==> config.mk <==
export PLATFORM = sky130hd
export DESIGN_NAME = imem_loader_flat
export DESIGN_NICKNAME = d
export VERILOG_FILES = /design/src/rtl/imem_loader_pkg.sv /design/src/rtl/imem_loader_if.sv /design/src/rtl/imem_loader_word_packer.sv /design/src/rtl/imem_loader.sv /design/src/flat_wrapper.sv
export SDC_FILE = /design/constraint.sdc
export NUM_CORES = 1
export LEC_CHECK = 0
export ABC_AREA = 0
export CAP_MARGIN = 25
export CORE_ASPECT_RATIO = 0.9
export CORE_UTILIZATION = 32
export DETAILED_ROUTE_END_ITERATION = 10
export PLACE_DENSITY = 0.5
export SETUP_SLACK_MARGIN = 0.3
export SLEW_MARGIN = 25
export SYNTH_ARGS = -nofsm -noshare
export SYNTH_HDL_FRONTEND = slang
export SYNTH_HIERARCHICAL = 1
export SYNTH_SLANG_ARGS = --single-unit
==> constraint.sdc <==
create_clock -name clk -period 2.51 [get_ports clk]
set_clock_uncertainty 0.15 [all_clocks]
set_input_delay 0.251 -clock clk [delete_from_list [all_inputs] [get_ports clk]]
set_output_delay 0.251 -clock clk [all_outputs]
set_load 0.05 [all_outputs]
==> src/rtl/imem_loader_pkg.sv <==
// imem_loader_pkg: shared loader states and instruction RAM geometry
package imem_loader_pkg;
  localparam int ADDR_W = 12;
  localparam int DEPTH = 4096;
  typedef enum logic [2:0] {S_CNT_LO, S_CNT_HI, S_DATA, S_CSUM, S_DONE, S_ERR} state_t;
endpackage

==> src/rtl/imem_loader_if.sv <==
// imem_loader_if: host byte link plus instruction RAM write port
interface imem_loader_if;
  import imem_loader_pkg::*;
  logic [7:0] rx_data;
  logic rx_valid;
  logic rx_ready;
  logic wr_en;
  logic [ADDR_W-1:0] wr_addr;
  logic [31:0] wr_data;
  modport master(output rx_data, rx_valid, input rx_ready, wr_en, wr_addr, wr_data);
  modport slave(input rx_data, rx_valid, output rx_ready, wr_en, wr_addr, wr_data);
endinterface

==> src/rtl/imem_loader_word_packer.sv <==
// word_packer: shifts little-endian bytes into a word and pulses valid on the 4th
module word_packer (
  input  logic        clk,
  input  logic        reset,
  input  logic        clr,
  input  logic        en,
  input  logic [7:0]  din,
  output logic        last,
  output logic        valid,
  output logic [31:0] word
);
  logic [1:0] cnt;
  assign last = cnt == 2'd3;
  always_ff @(posedge clk or negedge reset)
    if (!reset) begin
      cnt <= '0;
      word <= '0;
      valid <= 1'b0;
    end else begin
      valid <= en && last;
      if (clr) cnt <= '0;
      else if (en) begin
        cnt <= cnt + 1'b1;
        word <= {din, word[31:8]};
      end
    end
endmodule

==> src/rtl/imem_loader.sv <==
// imem_loader: receives a checksummed frame and writes it into instruction RAM
module imem_loader
  import imem_loader_pkg::*;
(
  input  logic            clk,
  input  logic            reset,
  input  logic            start,
  imem_loader_if.slave    bus,
  output logic            core_hold,
  output logic            done,
  output logic            err,
  output logic [ADDR_W:0] words_loaded
);
  state_t state, state_n;
  logic [7:0] cnt_lo, acc;
  logic [ADDR_W:0] n_r;
  logic [15:0] n16;
  logic xfer, last, pk_en;
  assign bus.rx_ready = !start && state inside {S_CNT_LO, S_CNT_HI, S_DATA, S_CSUM};
  assign xfer = bus.rx_valid && bus.rx_ready;
  assign pk_en = xfer && state == S_DATA;
  assign n16 = {bus.rx_data, cnt_lo};
  assign core_hold = state != S_DONE;
  assign done = state == S_DONE;
  assign err = state == S_ERR;
  word_packer u_pack (
    .clk(clk), .reset(reset), .clr(start), .en(pk_en), .din(bus.rx_data),
    .last(last), .valid(bus.wr_en), .word(bus.wr_data)
  );
  always_comb begin
    state_n = state;
    if (start) state_n = S_CNT_LO;
    else if (xfer)
      case (state)
        S_CNT_LO: state_n = S_CNT_HI;
        S_CNT_HI: state_n = n16 > 16'(DEPTH) ? S_ERR : n16 == 16'd0 ? S_CSUM : S_DATA;
        S_DATA:   state_n = last && words_loaded + 1'b1 == n_r ? S_CSUM : S_DATA;
        S_CSUM:   state_n = bus.rx_data == acc ? S_DONE : S_ERR;
        default:  state_n = state;
      endcase
  end
  always_ff @(posedge clk or negedge reset)
    if (!reset) begin
      state <= S_CNT_LO;
      cnt_lo <= '0;
      acc <= '0;
      n_r <= '0;
      words_loaded <= '0;
      bus.wr_addr <= '0;
    end else begin
      state <= state_n;
      if (start) begin
        acc <= '0;
        words_loaded <= '0;
        bus.wr_addr <= '0;
      end else begin
        if (xfer && state != S_CSUM) acc <= acc ^ bus.rx_data;
        if (xfer && state == S_CNT_LO) cnt_lo <= bus.rx_data;
        if (xfer && state == S_CNT_HI) n_r <= n16[ADDR_W:0];
        if (pk_en && last) words_loaded <= words_loaded + 1'b1;
        if (bus.wr_en) bus.wr_addr <= bus.wr_addr + 1'b1;
      end
    end
endmodule
==> src/flat_wrapper.sv <==
// flat-port wrapper written by rule: the top's interface ports become plain ports
module imem_loader_flat import imem_loader_pkg::*;
  (clk, reset, start, core_hold, done, err, words_loaded, bus_rx_data, bus_rx_valid, bus_rx_ready, bus_wr_en, bus_wr_addr, bus_wr_data);
  imem_loader_if bus_i ();
  input  logic clk;
  input  logic reset;
  input  logic start;
  output logic core_hold;
  output logic done;
  output logic err;
  output logic [ADDR_W:0] words_loaded;
  input wire logic [$bits(bus_i.rx_data)-1:0] bus_rx_data;
  input wire logic [$bits(bus_i.rx_valid)-1:0] bus_rx_valid;
  output wire logic [$bits(bus_i.rx_ready)-1:0] bus_rx_ready;
  output wire logic [$bits(bus_i.wr_en)-1:0] bus_wr_en;
  output wire logic [$bits(bus_i.wr_addr)-1:0] bus_wr_addr;
  output wire logic [$bits(bus_i.wr_data)-1:0] bus_wr_data;
  assign bus_i.rx_data = bus_rx_data;
  assign bus_i.rx_valid = bus_rx_valid;
  assign bus_rx_ready = bus_i.rx_ready;
  assign bus_wr_en = bus_i.wr_en;
  assign bus_wr_addr = bus_i.wr_addr;
  assign bus_wr_data = bus_i.wr_data;
  imem_loader u_core (.clk(clk), .reset(reset), .start(start), .bus(bus_i), .core_hold(core_hold), .done(done), .err(err), .words_loaded(words_loaded));
endmodule
==> run metrics <==
Final TNS setup=0 ns; cell taking the most area after synthesis=dfrtp_1; R2R depth=5; die span in x=128 µm; sequential cell fraction of total power=0.489; register area share after synthesis=0.502; Avg WL per Cell=15.0 µm; Setup WS pre-CTS=0.188 ns; worst vdd ir=317 µV; Setup CP Type=reg -> out; Least-Margin Pin Slew=0.518 ns; yosys warns=6; Switch Pwr=0.918 mW; delay-heaviest family, CP=buffers and inverters; vias in the first global route=3022; critical path's slowest cell=clkdlybuf4s50_1; Worst-path clk slew=0.06 ns; Synth top cells by count=92 x dfrtp_1, 33 x nor2_1, 30 x mux2_4, 26 x xnor2_1, 23 x nand2_1; top cell type's share of synthesized area=0.502; Final Wtd Congestion=0.779; EDFF count, synth=0; CTS tree=built; RSZ-0062 raised after global routing=yes; CP max stage delay=0.87 ns; Post-Synthesis Cells=387; clock root buffer=clkbuf_16; max capacitance violation total=0; Comb pwr share=0.138; Critical Path Stages=1; Clock Tree Buf Depth=2; Power Total=3.59 mW; Inst Count DP=651; post-synth design cell area=4590 µm²; IO Pins=74; utilization after layout=0.419; via-per-instance ratio=4.69; worst path bufs/invs=1; layout cells sized above 1=0.207; min Tclk post-route=2.14 ns; drt pass-1 iters=4; CP Launch Type=flop; largest net degree at the start of global routing=51; Final nets=485; worst-skew pair later-pin latency=0.34 ns; count of different cell masters after synthesis=49; initial DRC count=150; H-tree Lvls=3; Slew Limit Headroom=0.654; Int Power=2.67 mW; Starting Density=0.328; top post-synthesis cells by area=dfrtp_1 50%, mux2_4 9.8%, mux2_2 5.4%; gr usage total=0.145; CP required=2.11 ns; Die ar.=14800 µm²; HPWL after DPL=7100 µm; Setup WS post-layout=0.369 ns; CP Capture Type=output port; core area=14000 µm²; Non-Filler Instances=667; num rows=41; DR vias=3128; initial antenna violation count=0; Detailed Route WL=10000 µm; f_max=467 MHz; Synthesized Nets=402; R2R Path Start=u_core/state[0]; FF-to-FF End=u_core/u_pack/word[19]; Worst Hold Class=in -> async; Critical Path AT=1.74 ns; Clk pwr share=0.373; P&R area growth vs syn=28.0%; cell chain of the critical path=clkdlybuf4s50_1; Yosys reg bits=92; DRC Markers=0; worst reg2reg setup slack=0.44 ns; sw frac=0.256; period utilization=0.853; chip height=116 µm; Final Setup Violations=0; Port Buffers=73; Syn Area/Cell=11.9 µm²; Pwr Density=611 nW/µm²; status=completed; Lkg Pwr=2.48 nW; Hold Violations, Final=0; Critical Path Fanout Max=12; Antenna Nets Post-Route=0; Antenna Cells=0; GR Overflow Total=0; fin. max-slew vios=0; CTS buffer count=9; global-route wire length before repair=16400 µm; most common cell in the synthesized netlist=dfrtp_1; Synth async-reset ratio=1.00; Setup Buffers After CTS=0; clk sinks=92; ys flop type=dfrtp_1
-- power groups by stage --
stage	logic (mW)	clock network, mW	registers, mW
after global routing	0.547	1.44	1.78
after detailed placement	0.498	0	1.79
after global placement	0.491	0	1.78
after CTS	0.500	1.40	1.76
final	0.495	1.34	1.75
after floorplan	0.345	0	1.74
-- state kept, by name, summed over array words and instances (netlist names) --
register             cells
u_core/acc               8
u_core/bus.wr_addr      12
u_core/cnt_lo            8
u_core/n_r              13
u_core/state             3
u_core/u_pack/cnt        2
u_core/u_pack/valid      1
u_core/u_pack/word      32
u_core/words_loaded     13
-- layout make-up --
| cell class | instances | area [µm²] |
|---|---|---|
| Clock buffer | 10 | 239 |
| Clock inverter | 5 | 52.6 |
| Fill cell | 1331 | 8130 |
| Inverter | 4 | 15.0 |
| Multi-Input combinational cell | 272 | 2120 |
| Sequential cell | 92 | 2300 |
| Tap cell | 193 | 241 |
| Timing Repair Buffer | 91 | 905 |
-- routing by layer --
layer | track usage | vias up | share of wire
met3 | 0.0443 | 5 | 0.041
met5 | 0 | - | 0
met2 | 0.213 | 56 | 0.45
met4 | 0.0353 | 0 | 0.0091
li1 | - | 1533 | -
met1 | 0.209 | 1534 | 0.50
-- layout by cell type (no fill, tap or decap), types with 2 or more instances in the layout --
cell type	netlist	routed
dfrtp_1	92	92
clkdlybuf4s50_1	0	65
nor2_1	33	33
mux2_4	30	30
xnor2_1	26	26
nand2_1	23	23
mux2_2	22	22
xor2_1	18	18
buf_4	1	17
o21ai_0	16	16
a21oi_1	13	13
nand4_1	11	11
or3_1	11	11
clkbuf_16	0	9
nand3_1	7	7
nor3_1	7	7
nand2b_1	5	5
nor4_1	5	5
inv_1	4	4
and3_1	4	4
mux2i_1	4	4
clkinv_2	0	3
dlymetal6s2s_1	0	3
buf_12	3	3
and4_1	3	3
nor2b_1	3	3
a31oi_1	3	3
and2_2	2	2
a211oi_1	2	2
a311oi_1	2	2
ha_1	3	2
-- stage by stage --
step	hold slack (ns)	area [µm²]
after floorplan	-0.195	4590
after global placement	-0.0611	5560
after detailed placement	-0.0573	5560
after CTS	0.115	5860
after global routing	0.148	5870
final	0.126	5870
-- how the worst max path moves through the flow --
stage | from | endpoint | slack [ns]
3_5_place_dp | bus_rx_data[7] | u_core/state[0] | 0.19
3_3_place_gp | bus_rx_data[3] | u_core/state[0] | 0.14
5_1_grt | u_core/state[0] | u_core/state[0] | 0.29
6_report | u_core/words_loaded[6] | words_loaded[6] | 0.37
4_1_cts | u_core/words_loaded[5] | words_loaded[5] | 0.34
2_1_floorplan | u_core/words_loaded[0] | u_core/state[0] | 0.31
-- logic make-up after synthesis --
kind of cell	after synthesis	synth area share
AND/OR/NAND/NOR	127	0.151
flip-flops	92	0.502
multiplexers	56	0.161
XOR/XNOR	44	0.0840
AO/OA/AOI/OAI	42	0.0570
buffers and inverters	23	0.0374
adder cells (fa/ha/maj)	3	0.00818
-- what timing repair did --
action | CTS | global route
resized for setup | 2 | 5
hold buffers | 1 | 0
setup endpoints to repair | 2 | 5
hold endpoints to repair | 92 | 0
(Power assumes the default switching activity.)
